`config.mk`:
```
export PLATFORM = sky130hd
export DESIGN_NAME = core_run_ctrl
export DESIGN_NICKNAME = d
export VERILOG_FILES = /design/src/rtl/core_run_ctrl.sv
export SDC_FILE = /design/constraint.sdc
export NUM_CORES = 1
export LEC_CHECK = 0
export BUFFER_PORTS_ARGS = -buffer_cell sky130_fd_sc_hd__clkbuf_2
export CELL_PAD_IN_SITES_DETAIL_PLACEMENT = 0
export CELL_PAD_IN_SITES_GLOBAL_PLACEMENT = 1
export CORE_ASPECT_RATIO = 0.5
export CORE_MARGIN = 2
export CORE_UTILIZATION = 40
export CTS_CLUSTER_SIZE = 16
export DETAILED_ROUTE_END_ITERATION = 16
export PLACE_DENSITY_LB_ADDON = 0.2
export RECOVER_POWER = 50
export SYNTH_ARGS = -nofsm -noshare
export SYNTH_HDL_FRONTEND = slang
export SYNTH_SLANG_ARGS = --single-unit
```
`constraint.sdc`:
```
create_clock -name clk -period 2.32 [get_ports clk]
set_clock_uncertainty 0.05 [all_clocks]
set_input_delay 0.464 -clock clk [delete_from_list [all_inputs] [get_ports clk]]
set_output_delay 0.464 -clock clk [all_outputs]
set_load 0.005 [all_outputs]
```
`src/rtl/core_run_ctrl.sv`:
```
// Run sequencer in front of the processor core: holds it in reset while idle,
// releases it for one run per start request, and reports completion/timeout status.
module core_run_ctrl #(
    parameter int             CW      = 16,
    parameter int             RST_CYC = 2,
    parameter logic [CW-1:0]  TIMEOUT = 16'd4000
) (
    input  logic          clk,
    input  logic          reset,
    input  logic          start,
    input  logic          core_done,
    output logic          core_reset,
    output logic          core_req,
    output logic          busy,
    output logic          finished,
    output logic          timed_out,
    output logic [CW-1:0] cycle_cnt,
    output logic [7:0]    run_cnt
);

    localparam logic [1:0] S_IDLE = 2'd0;
    localparam logic [1:0] S_RST  = 2'd1;
    localparam logic [1:0] S_RUN  = 2'd2;
    localparam logic [1:0] S_DONE = 2'd3;

    localparam int             RCW      = (RST_CYC > 1) ? $clog2(RST_CYC) : 1;
    localparam logic [RCW-1:0] RST_LAST = RCW'(RST_CYC - 1);
    localparam logic [CW-1:0]  TO_LAST  = TIMEOUT - CW'(1);

    logic [1:0]     state;
    logic [RCW-1:0] rst_cnt;

    // Decoded from state only, so no input reaches an output combinationally.
    assign core_reset = (state == S_IDLE) || (state == S_RST);
    assign busy       = (state == S_RST)  || (state == S_RUN);

    // NOTE: all state uses non-blocking assignments so every flop samples
    // pre-edge values regardless of statement order.
    always_ff @(posedge clk) begin
        if (reset) begin
            state     <= S_IDLE;
            rst_cnt   <= '0;
            core_req  <= 1'b0;
            finished  <= 1'b0;
            timed_out <= 1'b0;
            cycle_cnt <= '0;
            run_cnt   <= '0;
        end else begin
            core_req <= 1'b0;
            case (state)
                S_IDLE, S_DONE: begin
                    if (start) begin
                        state     <= S_RST;
                        rst_cnt   <= '0;
                        finished  <= 1'b0;
                        timed_out <= 1'b0;
                        cycle_cnt <= '0;
                    end
                end
                S_RST: begin
                    rst_cnt <= rst_cnt + RCW'(1);
                    if (rst_cnt == RST_LAST) begin
                        state    <= S_RUN;
                        core_req <= 1'b1;
                    end
                end
                S_RUN: begin
                    // Completion takes precedence over a coincident timeout.
                    if (core_done) begin
                        state    <= S_DONE;
                        finished <= 1'b1;
                        if (run_cnt != 8'hFF) begin
                            run_cnt <= run_cnt + 8'd1;
                        end
                    end else if (cycle_cnt == TO_LAST) begin
                        state     <= S_DONE;
                        timed_out <= 1'b1;
                        cycle_cnt <= TIMEOUT;
                    end else begin
                        cycle_cnt <= cycle_cnt + CW'(1);
                    end
                end
                default: state <= S_IDLE;
            endcase
        end
    end

endmodule

```
==> impl_metrics.env <==
export IMPL_fin_ws_ns=0.195
export IMPL_drive_above_1_share=0.198
export IMPL_antenna_found_initial=0
export IMPL_area_growth_pct=20.7
export IMPL_path_class="flop to flop"
export IMPL_numCtsBuffers=5
export IMPL_finish_utilization=0.502
export IMPL_viasPerCell=5.60
export IMPL_fin_crit_ns=2.13
export IMPL_finalSetupViolCount=0
export IMPL_end_kind="flop"
export IMPL_min_delay_path_class="flop to flop"
export IMPL_dpl_cell_count=273
export IMPL_ys_seq_area_frac=0.372
export IMPL_use_met2=0.296
export IMPL_dr_pass1_iters=4
export IMPL_arrival_ns=2.26
export IMPL_synth_avg_cell_area_sq_um=8.74
export IMPL_port_buffers=32
export IMPL_rsz0062_at_grt="false"
export IMPL_ys_ff_latch=30
export IMPL_max_cap_viol_count=0
export IMPL_crit_path_max_fanout=7
export IMPL_die_y_microns=49.0
export IMPL_rows=16
export IMPL_finalSetupTns_ns=0
export IMPL_synthTopCellsByArea="dfxtp_1 (37%), o21ai_0 (4.0%), ha_1 (3.9%), xor2_1 (3.8%), a21oi_1 (3.1%)"
export IMPL_synthCells=185
export IMPL_post_route_period_util=0.916
export IMPL_ctsResizeCount=0
export IMPL_grt_max_degree=26
export IMPL_clkTransAtPathRegs_ns=0.07
export IMPL_clock_sinks=30
export IMPL_finalNetCount=235
export IMPL_core_area_sq_mm=0.00388
export IMPL_grt_overflow=0
export IMPL_worst_setup_path_start_kind="flop"
export IMPL_p_per_area_mw_per_mm2=809
export IMPL_ys_flop_type="dfxtp_1"
export IMPL_busiest_layer="met2"
export IMPL_wirelength_mm=4.01
export IMPL_async_flop_share=0
export IMPL_worst_skew_pair_late_latency_ns=0.28
export IMPL_required_ns=2.46
export IMPL_cts_tree="built"
export IMPL_status="completed"
export IMPL_post_route_cell_area_sq_mm=0.00195
export IMPL_slew_headroom=0.680
export IMPL_dp_hpwl_mm=3.01
export IMPL_synth_edff_count=0
export IMPL_globalplace_congestion=0.781
export IMPL_synth_top_cell_area_share=0.372
export IMPL_max_freq_mhz=471
export IMPL_die_area_sq_mm=0.00460
export IMPL_tightest_slew_ns=0.476
export IMPL_cts_hold_buf=0
export IMPL_route_detailed_drc=0
export IMPL_root_buffer="clkbuf_8"
export IMPL_instances_no_fill=281
export IMPL_vdd_drop_max_v=0.000454
export IMPL_synth_nets=194
export IMPL_yosys_top_cells_count="dfxtp_1 (30), o21ai_0 (13), nor2_1 (12), nand2_1 (11)"
export IMPL_wl_per_cell_microns=14.3
export IMPL_grt_pass1_wl_mm=7.00
export IMPL_detail_route_antenna_nets=0
export IMPL_yosysUniqueCellTypes=47
export IMPL_placedInstanceArea_sq_mm=0.00187
export IMPL_antenna_cells=0
export IMPL_cts_path_max_buffers=2
export IMPL_synth_most_common_cell="dfxtp_1"
export IMPL_io_pins=33
export IMPL_vias=1573
export IMPL_p_leak_nw=0.723
export IMPL_slew_violations=0
export IMPL_drt_iter0_drc=79
export IMPL_yosysWarnings=0
export IMPL_synth_area_sq_mm=0.00162
export IMPL_yosysTopAreaCell="dfxtp_1"
export IMPL_grt_usage=0.194
export IMPL_htree_num_levels=2
export IMPL_dieWidth_microns=93.9
export IMPL_met1_usage=0.269
export IMPL_post_place_ws_ns=0.228
export IMPL_grt_use_met3=0.0526
export IMPL_start_util=0.416
export IMPL_hold_viol=0
export IMPL_cts_setup_buffers=0
export IMPL_grt_pass1_vias=1490
## cell usage in the layout (no fill, tap or decap), types with 10 or more instances in the layout
cell and instances:
o21ai_0 13, nand2_1 11, a21oi_1 10, dfxtp_1 30, clkbuf_1 11, nand3_1 10, nor2_1 12, clkbuf_2 23
## worst paths after layout
check                                 from             to  slack (ns)  cells after the start
worst max-delay path              state[0]  cycle_cnt[15]        0.19                      6
worst min-delay path            run_cnt[7]     run_cnt[7]        0.45                      2
worst min register to register  run_cnt[7]     run_cnt[7]        0.45                      2
worst max register to register    state[0]  cycle_cnt[15]        0.19                      6
## metrics by stage
stage | power (mW) | hold WS (ns)
5_1_grt | 1.69 | 0.474
6_report | 1.58 | 0.450
2_1_floorplan | 0.974 | 0.431
3_5_place_dp | 1.16 | 0.445
4_1_cts | 1.60 | 0.455
3_3_place_gp | 1.16 | 0.441
## cells by family after synthesis
family | synth area share
fa+ha+maj | 0.0387
xor+xnor | 0.0379
buf+inv | 0.0302
mux | 0.0263
simple gates | 0.269
flops | 0.372
compound gates | 0.227
## per-layer routing
layer | vias up | wire, microns
li1 | 796 | -
met1 | 727 | 2070
met2 | 43 | 1710
met3 | 7 | 184
met4 | 0 | 41
met5 | - | 0
## state kept, by name (all words and copies together), names as in the netlist
register and flops:
cycle_cnt 16, run_cnt 8, state 2, core_req 1, finished 1, rst_cnt 1
timed_out 1
## final cells by class
class / count / area [sq um]
clock buffer: 7 / 86.3
inverter: 5 / 18.8
clock inverter: 1 / 5.00
timing repair buffer: 40 / 205
fill: 395 / 1930
multi-input combinational: 144 / 967
tap: 54 / 67.6
sequential: 30 / 601
## where the power goes
part | total [mW] | leakage [nW] | switching, mW | internal (mW)
Clock | 0.435 | 0.0482 | 0.196 | 0.239
Combinational | 0.559 | 0.433 | 0.327 | 0.232
Sequential | 0.585 | 0.242 | 0.0290 | 0.556
## critical path, stage by stage, from the launching register on
cell	delay, ns
dfxtp_1	0.34
inv_1	0.08
ha_1	0.41
nor2_1	0.09
or2_0	0.28
or4_1	0.54
o311ai_1	0.24
(Power assumes the default switching activity.)
